$ cat src/rtl/pipe_type_display.sv
// Snapshots the per-stage two-character type codes and streams them, one
// character per handshake, to the debug text display. Optional macro: STAGE_LABEL_EN.
module pipe_type_display #(
    parameter int NSTAGES   = 5,
    parameter int START_COL = 0,
    parameter int AW        = 6
) (
    input  logic                   clk,
    input  logic                   rst_n,
    input  logic [16*NSTAGES-1:0]  types_in,
    input  logic                   snap,
    input  logic                   char_ready,
    output logic                   char_valid,
    output logic [7:0]             char_data,
    output logic [AW-1:0]          char_addr,
    output logic                   busy,
    output logic                   done
);

`ifdef STAGE_LABEL_EN
    localparam int GL = 4;
`else
    localparam int GL = 3;
`endif
    localparam int SW = (NSTAGES > 1) ? $clog2(NSTAGES) : 1;

    typedef enum logic [1:0] {IDLE, SEND, DONE} state_t;

    state_t                 state_reg, state_next;
    logic [16*NSTAGES-1:0]  shadow_reg, shadow_next;
    logic [SW-1:0]          stage_reg, stage_next;
    logic [1:0]             pos_reg, pos_next;
    logic                   pending_reg, pending_next;
    logic [7:0]             data_reg, data_next;
    logic [AW-1:0]          addr_reg, addr_next;
    logic                   latch;
    logic                   last_char;

    // Character at (stage, position-within-group) of a code vector.
    function automatic logic [7:0] char_at(input logic [16*NSTAGES-1:0] src,
                                           input logic [SW-1:0] stg,
                                           input logic [1:0] pos);
        logic [15:0] code;
        logic [7:0]  c;
        code = 16'h2020;
        for (int s = 0; s < NSTAGES; s++) begin
            if (stg == SW'(s)) code = src[16*s +: 16];
        end
`ifdef STAGE_LABEL_EN
        case (pos)
            2'd0: begin
                case (int'(stg))
                    0:       c = 8'h46;
                    1:       c = 8'h44;
                    2:       c = 8'h45;
                    3:       c = 8'h4D;
                    4:       c = 8'h57;
                    default: c = 8'h30 + 8'(stg);
                endcase
            end
            2'd1:    c = code[15:8];
            2'd2:    c = code[7:0];
            default: c = 8'h20;
        endcase
`else
        case (pos)
            2'd0:    c = code[15:8];
            2'd1:    c = code[7:0];
            default: c = 8'h20;
        endcase
`endif
        return c;
    endfunction

    // The final stage has no trailing separator, so the line ends one short of a group.
    assign last_char = (stage_reg == SW'(NSTAGES-1)) && (pos_reg == 2'(GL-2));

    always_comb begin
        state_next   = state_reg;
        shadow_next  = shadow_reg;
        stage_next   = stage_reg;
        pos_next     = pos_reg;
        pending_next = pending_reg;
        data_next    = data_reg;
        addr_next    = addr_reg;
        latch        = 1'b0;
        case (state_reg)
            IDLE: begin
                if (snap) latch = 1'b1;
            end
            SEND: begin
                if (snap) pending_next = 1'b1;
                if (char_ready) begin
                    if (last_char) begin
                        state_next = DONE;
                    end else begin
                        if (pos_reg == 2'(GL-1)) begin
                            pos_next   = 2'd0;
                            stage_next = stage_reg + 1'b1;
                        end else begin
                            pos_next = pos_reg + 1'b1;
                        end
                        addr_next = addr_reg + 1'b1;
                        data_next = char_at(shadow_reg, stage_next, pos_next);
                    end
                end
            end
            DONE: begin
                // A snap arriving on this very edge is folded into the re-latch.
                pending_next = 1'b0;
                if (pending_reg || snap) latch = 1'b1;
                else state_next = IDLE;
            end
            default: state_next = IDLE;
        endcase
        if (latch) begin
            state_next  = SEND;
            shadow_next = types_in;
            stage_next  = '0;
            pos_next    = 2'd0;
            data_next   = char_at(types_in, '0, 2'd0);
            addr_next   = AW'(START_COL);
        end
    end

    always_ff @(posedge clk or negedge rst_n) begin
        if (!rst_n) begin
            state_reg   <= IDLE;
            shadow_reg  <= {(2*NSTAGES){8'h20}};
            stage_reg   <= '0;
            pos_reg     <= 2'd0;
            pending_reg <= 1'b0;
            data_reg    <= 8'h20;
            addr_reg    <= '0;
        end else begin
            state_reg   <= state_next;
            shadow_reg  <= shadow_next;
            stage_reg   <= stage_next;
            pos_reg     <= pos_next;
            pending_reg <= pending_next;
            data_reg    <= data_next;
            addr_reg    <= addr_next;
        end
    end

    assign char_valid = (state_reg == SEND);
    assign busy       = (state_reg != IDLE);
    assign done       = (state_reg == DONE);
    assign char_data  = data_reg;
    assign char_addr  = addr_reg;

endmodule

$ cat config.mk
export PLATFORM = sky130hd
export DESIGN_NAME = pipe_type_display
export DESIGN_NICKNAME = d
export VERILOG_FILES = /design/src/rtl/pipe_type_display.sv
export SDC_FILE = /design/constraint.sdc
export NUM_CORES = 1
export LEC_CHECK = 0
export ABC_AREA = 0
export CAP_MARGIN = 20
export CORE_MARGIN = 4
export CORE_UTILIZATION = 60
export DETAILED_ROUTE_END_ITERATION = 16
export DONT_BUFFER_PORTS = 1
export HOLD_SLACK_MARGIN = 0.03
export PLACE_DENSITY = 0.73
export SYNTH_ARGS = -nofsm -noshare
export SYNTH_HDL_FRONTEND = slang
export SYNTH_SLANG_ARGS = --single-unit
$ cat constraint.sdc
create_clock -name clk -period 2.55 [get_ports clk]
set_input_delay 0.3825 -clock clk [delete_from_list [all_inputs] [get_ports clk]]
set_output_delay 0.3825 -clock clk [all_outputs]
set_load 0.05 [all_outputs]
==> flow_metrics.env, run 1 <==
export IMPL_ys_seq_area_frac=0.538
export IMPL_drt_total_wl_um=10900
export IMPL_core_area_um2=7730
export IMPL_yosys_warnings=0
export IMPL_cts_sinks=102
export IMPL_worst_slew_pin_slew_ns=0.627
export IMPL_rows=32
export IMPL_violations="hold timing"
export IMPL_ff2ff_path_depth=8
export IMPL_synth_area_per_cell_um2=12.2
export IMPL_fin_tns_setup_ns=0
export IMPL_port_buffers=0
export IMPL_root_buffer="clkbuf_8"
export IMPL_cts_tree="done"
export IMPL_overflow=0
export IMPL_synth_edf_count=0
export IMPL_grt_use_met3=0.0797
export IMPL_ff2ff_setup_slack_ns=0.14
export IMPL_viasPerCell=6.28
export IMPL_drive_gt1_frac=0.341
export IMPL_ys_types=54
export IMPL_period_needed_ns=2.41
export IMPL_h_tree_depth=3
export IMPL_grt_pass1_wl_um=17800
export IMPL_synth_seq_cells=102
export IMPL_power_density_nw_per_um2=1350
export IMPL_syn_to_final_growth_pct=7.26
export IMPL_die_width_um=97.2
export IMPL_endpoint_kind="flop"
export IMPL_postSynthCellCount=391
export IMPL_fin_nets=481
export IMPL_grt_usage=0.238
export IMPL_cp_required_ns=2.81
export IMPL_cp_slowest_cell="dfrtp_1"
export IMPL_relSlewSlack=0.579
export IMPL_start_util=0.617
export IMPL_first_pass_iters=5
export IMPL_busiest_layer="met2"
export IMPL_ant_nets=0
export IMPL_met2_usage=0.372
export IMPL_rsz0062_at_grt="no"
export IMPL_whs_ns=-0.307
export IMPL_wl_per_cell_um=21.7
export IMPL_async_flop_share=1.00
export IMPL_drc_errors=0
export IMPL_clock_path_buffers=2
export IMPL_fin_crit_sh=0.946
export IMPL_place_hpwl_um=8010
export IMPL_max_freq_mhz=415
export IMPL_worstSetupStartpoint="stage_reg[1]"
export IMPL_ir_worst_vdd_v=0.000657
export IMPL_hp_class="primary input to async pin"
export IMPL_skew_ns=0.0118
export IMPL_path_delay_family="compound AO/OA/AOI/OAI gates"
export IMPL_critPathKind="flop to flop"
export IMPL_crit_arrival_ns=2.67
export IMPL_crit_path_max_fanout=10
export IMPL_clk_pin_slew_ns=0.10
export IMPL_max_stage_delay_ns=0.53
export IMPL_io_pins=101
export IMPL_cp_depth=8
export IMPL_postCtsSetupBuffers=0
export IMPL_maxCapViolCount=0
export IMPL_drtIter0Drc=236
export IMPL_gp_congestion=0.949
export IMPL_finalSetupViolCount=0
export IMPL_via_count=3145
export IMPL_synth_ff_type="dfrtp_1"
export IMPL_synth_nets=478
export IMPL_syn_area_um2=4770
export IMPL_dieArea_um2=9440
export IMPL_p_leak_nw=2.15
export IMPL_cp_cell_sequence="inv_1 -> ha_1 -> nand3b_1 -> a21boi_4 -> nor2_2 -> a222oi_1 -> o21ai_1 -> a211o_1"
export IMPL_fp_dieH_um=97.2
export IMPL_r2r_end="char_data[4]"
export IMPL_timing_rr_start="stage_reg[1]"
export IMPL_slew_violations=0
export IMPL_n_antenna_cell=0
export IMPL_crit_buf_inv=1
export IMPL_start_kind="flop"
export IMPL_endpoint="char_data[4]"
export IMPL_numCtsBuffers=9
export IMPL_run_status="finished with violations"
export IMPL_antenna_found_initial=0
export IMPL_grt_max_degree=103
export IMPL_largest_register_ff_count=80
export IMPL_grt_pass1_vias=3356
export IMPL_final_hold_violation_count=102
export IMPL_clk_latency_ns=0.37
export IMPL_use_met1=0.317
## cell usage in the layout (no fill, tap or decap), types with 4 or more instances in the layout
master,instances
o21ai_0,15
a221o_1,5
mux2_2,83
dfrtp_1,91
nor3_1,6
o22ai_1,4
a21oi_1,19
and3_1,5
nand4_1,4
xor2_1,4
nor2_1,13
inv_1,5
a222oi_1,6
nand3_1,9
clkbuf_8,9
buf_4,15
dfstp_2,11
nand2_1,33
## synth_stat cells, drive strengths merged, types with 6 or more instances
cell type	instances	area, µm²
a21oi	19	95.1
a222oi	6	60.1
buf	18	98.8
clkbuf	6	22.5
dfrtp	91	2280
dfstp	11	289
mux2	84	946
nand2	33	124
nand3	9	45.0
nor2	16	65.1
nor3	6	30.0
o21ai	16	80.1
## where the power goes
part / internal [mW] / switching (mW) / leakage [nW]
Sequential: 2.46 / 0.908 / 1.21
Combinational: 1.31 / 1.28 / 0.847
Clock: 0.376 / 0.590 / 0.0907
## cells by family (layout without fill, tap and decap cells)
kind of cell	count (synthesis)	in the layout	share of synthesized area
muxes	86	86	0.202
and+or+nand+nor	88	88	0.0892
adders and majority gates	3	3	0.00787
xor gates and xnor gates	8	8	0.0202
buffers and inverters	29	37	0.0294
AOI/OAI and AO/OA	75	75	0.113
DFF	102	102	0.538
## per-layer routing
metal,part of all wire,vias up
li1,-,1442
met1,0.42,1543
met2,0.48,137
met3,0.080,23
met4,0.023,0
met5,0,-
## worst register-to-register path: cells and delay by family, from the launching register on
kind,cells,cell delay (ns)
AOI/OAI and AO/OA,4,1.03
adders and majority gates,1,0.34
DFF,1,0.53
buffers and inverters,1,0.10
and+or+nand+nor,2,0.31
## through the flow
step	std cells	worst slack, ns	util	instance area (µm²)	total power [mW]
after floorplan	391	0.304	-	4770	5.19
after global placement	485	0.245	0.636	4920	5.84
after detailed placement	485	0.121	0.636	4920	5.95
after CTS	501	0.102	0.661	5110	6.91
after global routing	501	0.0151	0.662	5120	7.37
final	501	0.139	0.662	5120	6.93
## how the worst min path moves through the flow
stage               startpoint             end  slack [ns]  cells past startpoint
floorplan                rst_n    char_addr[0]        0.09                      0
global placement         rst_n   shadow_reg[6]        0.09                      0
detailed placement       rst_n  shadow_reg[22]        0.09                      0
CTS                      rst_n   shadow_reg[6]       -0.31                      0
global route             rst_n   shadow_reg[6]       -0.33                      0
finish                   rst_n   shadow_reg[6]       -0.31                      0
## layout make-up
class | count | area [µm²]
fillers | 596 | 2610
flip-flops and latches | 102 | 2570
multi-input cells | 260 | 2080
repair buffers | 16 | 133
well taps | 102 | 128
clock buffers | 9 | 124
clock inverters | 7 | 68.8
inverters | 5 | 18.8
## timing repair
action	4_1_cts	5_1_grt
endpoints found under the hold margin	102	102
endpoints found under the setup margin	0	2
gates resized for setup	0	1
(Power assumes the default switching activity.)
==> inputs of run 2 (changes only) <==
--- a/config.mk
+++ b/config.mk
@@ -5,14 +5,14 @@
 export SDC_FILE = /design/constraint.sdc
 export NUM_CORES = 1
 export LEC_CHECK = 0
-export ABC_AREA = 0
+export ABC_CLOCK_PERIOD_IN_PS = 2550
 export CAP_MARGIN = 20
 export CORE_MARGIN = 4
-export CORE_UTILIZATION = 60
+export CORE_UTILIZATION = 63
 export DETAILED_ROUTE_END_ITERATION = 16
 export DONT_BUFFER_PORTS = 1
 export HOLD_SLACK_MARGIN = 0.03
-export PLACE_DENSITY = 0.73
+export PLACE_DENSITY = 0.76
 export SYNTH_ARGS = -nofsm -noshare
 export SYNTH_HDL_FRONTEND = slang
 export SYNTH_SLANG_ARGS = --single-unit
==> run 2 against run 1 <==
  * Critical path type unchanged
  * Largest cell class unchanged
  * Routed wire length grew 3.3%
  * First-iteration DRC count grew 14%
  * The run still ends with hold timing left
  * Power grew 1.9%
  * Critical endpoint unchanged
  * Die area shrank 4.4%
  * Largest power group unchanged
  * Non-clock buffer count grew 1
  * Cell count shrank 0.40%
  * Global-route usage grew 2.5 points
  * Combinational power grew 3%
==> flow_metrics.env, run 2 (synthesis results as in run 1) <==
export IMPL_fp_dieH_um=95.0
export IMPL_place_hpwl_um=8220
export IMPL_skew_ns=0.00905
export IMPL_via_count=3261
export IMPL_core_area_um2=7290
export IMPL_rows=31
export IMPL_whs_ns=-0.310
export IMPL_clk_pin_slew_ns=0.10
export IMPL_start_util=0.654
export IMPL_overflow=0
export IMPL_rsz0062_at_grt="yes"
export IMPL_timing_rr_start="pos_reg[1]"
export IMPL_largest_register_ff_count=80
export IMPL_drtIter0Drc=268
export IMPL_ir_worst_vdd_v=0.000617
export IMPL_power_frac_clock=0.148
export IMPL_violations="hold timing"
export IMPL_pwr_share_seq=0.474
export IMPL_drive_gt1_frac=0.343
export IMPL_final_cells=499
export IMPL_run_status="finished with violations"
export IMPL_slew_violations=0
export IMPL_syn_to_final_growth_pct=7.19
export IMPL_netSwitchingFraction=0.394
export IMPL_finalSetupViolCount=0
export IMPL_endpoint="char_data[4]"
export IMPL_multiInputGateArea_um2=2080
export IMPL_gp_congestion=0.885
export IMPL_final_core_util=0.701
export IMPL_grt_pass1_wl_um=17500
export IMPL_ff_latch_area_um2=2570
export IMPL_cp_required_ns=2.82
export IMPL_viasPerCell=6.54
export IMPL_postCtsSetupBuffers=0
export IMPL_endpoint_kind="flop"
export IMPL_p_int_mw=4.28
export IMPL_first_pass_iters=6
export IMPL_worst_slew_pin_slew_ns=0.631
export IMPL_crit_arrival_ns=2.64
export IMPL_hp_class="primary input to async pin"
export IMPL_final_common_cell="dfrtp_1"
export IMPL_period_needed_ns=2.37
export IMPL_relSlewSlack=0.576
export IMPL_n_antenna_cell=0
export IMPL_p_leak_nw=2.15
export IMPL_grt_max_degree=103
export IMPL_drt_total_wl_um=11200
export IMPL_grt_usage=0.263
export IMPL_dp_cells=483
export IMPL_r2r_end="char_data[4]"
export IMPL_p_switching_mw=2.78
export IMPL_worstSetupStartpoint="pos_reg[1]"
export IMPL_power_density_nw_per_um2=1380
export IMPL_maxCapViolCount=0
export IMPL_clk_latency_ns=0.37
export IMPL_max_freq_mhz=422
export IMPL_fin_crit_sh=0.930
export IMPL_final_hold_violation_count=102
export IMPL_cts_tree="done"
export IMPL_crit_path_max_fanout=15
export IMPL_dieArea_um2=9030
export IMPL_numCtsBuffers=9
export IMPL_cts_sinks=102
export IMPL_combPwrFrac=0.378
export IMPL_port_buffers=0
export IMPL_io_pins=101
export IMPL_h_tree_depth=3
export IMPL_critPathKind="flop to flop"
export IMPL_start_kind="flop"
export IMPL_wl_per_cell_um=22.5
export IMPL_finalPower_mw=7.06
export IMPL_fin_nets=482
export IMPL_nFillCells=577
export IMPL_ff2ff_setup_slack_ns=0.18
export IMPL_antenna_found_initial=1
export IMPL_drc_errors=0
export IMPL_final_cell_mix="dfrtp_1 (91), mux2_2 (83), nand2_1 (33), a21oi_1 (19), buf_4 (17)"
export IMPL_ant_nets=0
export IMPL_ff2ff_path_depth=6
export IMPL_grt_pass1_vias=3358
export IMPL_root_buffer="clkbuf_8"
export IMPL_die_width_um=95.0
export IMPL_clock_path_buffers=2
==> run 2: changes by cell type in the layout (fill, tap and decap cells not counted), sizes merged <==
cell      before  now
clkinvlp       2    0
buf           16   17
bufinv         0    1
clkbuf         9   11
clkinv         3    2
==> run 2: repair_timing <==
item	4_1_cts	5_1_grt
gates resized for setup	0	1
endpoints found under the hold margin	102	102
setup endpoints to repair	0	1
==> run 2: power groups by stage <==
stage               Combinational (mW)  Clock, mW  Sequential [mW]
finish                            2.67       1.04             3.34
global placement                  2.53          0             3.35
floorplan                         2.06          0             3.13
global route                      2.94       1.12             3.42
CTS                               2.65       1.06             3.34
detailed placement                2.63          0             3.37
==> run 2: worst min-delay path by stage <==
stage               startpoint             end  cells past startpoint
finish                   rst_n   shadow_reg[4]                      0
global route             rst_n  shadow_reg[51]                      0
CTS                      rst_n  shadow_reg[36]                      0
detailed placement       rst_n  shadow_reg[23]                      0
global placement         rst_n   shadow_reg[7]                      0
floorplan                rst_n    char_addr[0]                      0
==> run 2: through the flow <==
stage	hold slack [ns]	TNS [ns]	instance area, µm²	worst slack [ns]
final	-0.310	0	5110	0.179
after floorplan	0.0869	0	4770	0.304
after global placement	0.0899	0	4910	0.245
after global routing	-0.329	-0.00922	5110	-0.00922
after detailed placement	0.0902	0	4910	0.183
after CTS	-0.317	0	5110	0.180
==> run 2: critical path, cell delays in order (launching register included) <==
cell      delay (ns)
dfrtp_1         0.38
and2b_1         0.32
xnor2_4         0.50
mux2_1          0.39
a222oi_1        0.28
o21ai_1         0.11
a211o_1         0.29
==> run 2: per-layer routing <==
metal,wire length [µm],GRT usage,up-vias
met5,13,0,-
met4,334,0.103,2
met3,1030,0.0947,33
met2,5580,0.430,153
met1,4290,0.319,1630
li1,-,-,1443
==> run 2: cell type report <==
class | instances | area share
clock inverters | 5 | 0.0113
clock buffers | 11 | 0.0276
inverters | 5 | 0.00367
repair buffers | 17 | 0.0250
well taps | 99 | 0.0242
flip-flops and latches | 102 | 0.502
multi-input cells | 260 | 0.406
==> inputs of run 3 (changes only) <==
--- a/config.mk
+++ b/config.mk
@@ -13,6 +13,7 @@
 export DONT_BUFFER_PORTS = 1
 export HOLD_SLACK_MARGIN = 0.03
 export PLACE_DENSITY = 0.76
+export SETUP_SLACK_MARGIN = 0.5
 export SYNTH_ARGS = -nofsm -noshare
 export SYNTH_HDL_FRONTEND = slang
 export SYNTH_SLANG_ARGS = --single-unit
==> run 3 against run 2 <==
  * The run still ends with hold timing left
  * First-iteration DRC count is 5.6% lower
  * Combinational power grew 22%
  * Critical endpoint unchanged
  * Non-clock buffer count grew 17
  * Critical path type unchanged
==> flow_metrics.env, run 3 (synthesis results as in run 1) <==
export IMPL_run_status="finished with violations"
export IMPL_violations="hold timing"
export IMPL_relSlewSlack=0.629
export IMPL_skew_ns=0.0103
export IMPL_p_switching_mw=3.05
export IMPL_gp_congestion=0.938
export IMPL_drive_gt1_frac=0.420
export IMPL_io_pins=101
export IMPL_finalSetupViolCount=0
export IMPL_whs_ns=-0.300
export IMPL_root_buffer="clkbuf_8"
export IMPL_cts_tree="done"
export IMPL_die_width_um=95.0
export IMPL_cp_slowest_cell="dfrtp_1"
export IMPL_dieArea_um2=9030
export IMPL_syn_to_final_growth_pct=14.4
export IMPL_clk_latency_ns=0.37
export IMPL_max_stage_delay_ns=0.43
export IMPL_drtIter0Drc=253
export IMPL_n_antenna_cell=0
export IMPL_h_tree_depth=3
export IMPL_final_hold_violation_count=102
export IMPL_final_common_cell="dfrtp_1"
export IMPL_max_freq_mhz=475
export IMPL_largest_register_ff_count=80
export IMPL_clock_path_buffers=2
export IMPL_p_leak_nw=2.30
export IMPL_pwr_share_seq=0.436
export IMPL_maxCapViolCount=0
export IMPL_netSwitchingFraction=0.394
export IMPL_slew_violations=0
export IMPL_final_cell_mix="dfrtp_1 (91), mux2_2 (81), nand2_1 (33), buf_4 (27), a21oi_1 (18)"
export IMPL_drc_errors=0
export IMPL_overflow=0
export IMPL_cts_sinks=102
export IMPL_fin_nets=499
export IMPL_period_needed_ns=2.10
export IMPL_fp_dieH_um=95.0
export IMPL_ff_latch_area_um2=2570
export IMPL_place_hpwl_um=8120
export IMPL_cp_cell_sequence="inv_4 -> ha_4 -> nand3b_1 -> a21boi_4 -> nor2_4 -> a222oi_1 -> o21ai_1 -> a211o_1"
export IMPL_grt_pass1_vias=3333
export IMPL_grt_pass1_wl_um=17700
export IMPL_numCtsBuffers=9
export IMPL_timing_rr_start="stage_reg[0]"
export IMPL_r2r_end="char_data[4]"
export IMPL_p_int_mw=4.69
export IMPL_clk_pin_slew_ns=0.10
export IMPL_rows=31
export IMPL_via_count=3292
export IMPL_grt_max_degree=103
export IMPL_endpoint_kind="flop"
export IMPL_ant_nets=0
export IMPL_first_pass_iters=7
export IMPL_hp_class="primary input to async pin"
export IMPL_viasPerCell=6.38
export IMPL_grt_usage=0.262
export IMPL_core_area_um2=7290
export IMPL_critPathKind="flop to flop"
export IMPL_combPwrFrac=0.420
export IMPL_cp_required_ns=2.81
export IMPL_fin_crit_sh=0.825
export IMPL_port_buffers=0
export IMPL_crit_arrival_ns=2.37
export IMPL_rsz0062_at_grt="yes"
export IMPL_finalPower_mw=7.74
export IMPL_final_core_util=0.749
export IMPL_ir_worst_vdd_v=0.000605
export IMPL_power_frac_clock=0.144
export IMPL_antenna_found_initial=0
export IMPL_drt_total_wl_um=11400
export IMPL_ff2ff_path_depth=8
export IMPL_wl_per_cell_um=22.2
export IMPL_start_util=0.654
export IMPL_fin_tns_setup_ns=0
export IMPL_power_density_nw_per_um2=1420
export IMPL_worst_slew_pin_slew_ns=0.557
export IMPL_nFillCells=495
export IMPL_multiInputGateArea_um2=2230
export IMPL_ff2ff_setup_slack_ns=0.45
export IMPL_start_kind="flop"
export IMPL_crit_path_max_fanout=10
[run 3: changes by cell type in the layout (fill, tap and decap cells not counted), sizes merged]
cell and change:
buf +17, clkinv -1, inv +2, clkbuf -1
[run 3: cell type report]
| cell class | count | share of cell area |
|---|---|---|
| flip-flops and latches | 102 | 0.470 |
| multi-input cells | 260 | 0.409 |
| repair buffers | 34 | 0.0532 |
| clock buffers | 10 | 0.0252 |
| well taps | 99 | 0.0227 |
| clock inverters | 6 | 0.0158 |
| inverters | 5 | 0.00390 |
[run 3: worst max-delay path: cells and delay by family (launching register included)]
kind | cells | cell delay [ns]
flops | 1 | 0.43
fa+ha+maj | 1 | 0.20
compound gates | 4 | 1.05
buf+inv | 1 | 0.08
simple gates | 2 | 0.25
[run 3: worst max-delay path by stage]
stage / from / endpoint / slack (ns) / cells after the start
after floorplan: stage_reg[1] / char_data[4] / 0.51 / 8
after global placement: pos_reg[1] / char_data[4] / 0.33 / 6
after detailed placement: pos_reg[1] / char_data[4] / 0.17 / 6
after CTS: stage_reg[1] / char_data[4] / 0.47 / 8
after global routing: stage_reg[0] / char_data[0] / 0.39 / 8
final: stage_reg[0] / char_data[4] / 0.45 / 8
[run 3: power by group through the flow]
stage          registers (mW)  logic, mW  clock network (mW)
2_1_floorplan            3.13       2.12                   0
3_3_place_gp             3.37       2.55                   0
3_5_place_dp             3.38       2.66                   0
4_1_cts                  3.35       2.92                1.13
5_1_grt                  3.46       3.49                1.18
6_report                 3.38       3.25                1.11
[run 3: layer usage]
metal / global-route usage / share of wire / vias up
met4: 0.0986 / 0.029 / 0
met5: 0 / 0 / -
met2: 0.410 / 0.48 / 154
met3: 0.0766 / 0.079 / 34
met1: 0.348 / 0.41 / 1624
li1: - / - / 1480
[run 3: metrics by stage]
stage               cells  area, µm²  setup slack (ns)
detailed placement    482       4940             0.168
finish                516       5460             0.446
floorplan             391       4810             0.512
global route          516       5460             0.385
CTS                   508       5280             0.475
global placement      482       4940             0.332
[run 3: timing repair]
action / 4_1_cts / 5_1_grt
endpoints found under the hold margin: 102 / 102
setup buffers: 10 / 8
gates resized for setup: 8 / 27
setup endpoints to repair: 8 / 9
pin swaps: 8 / 14
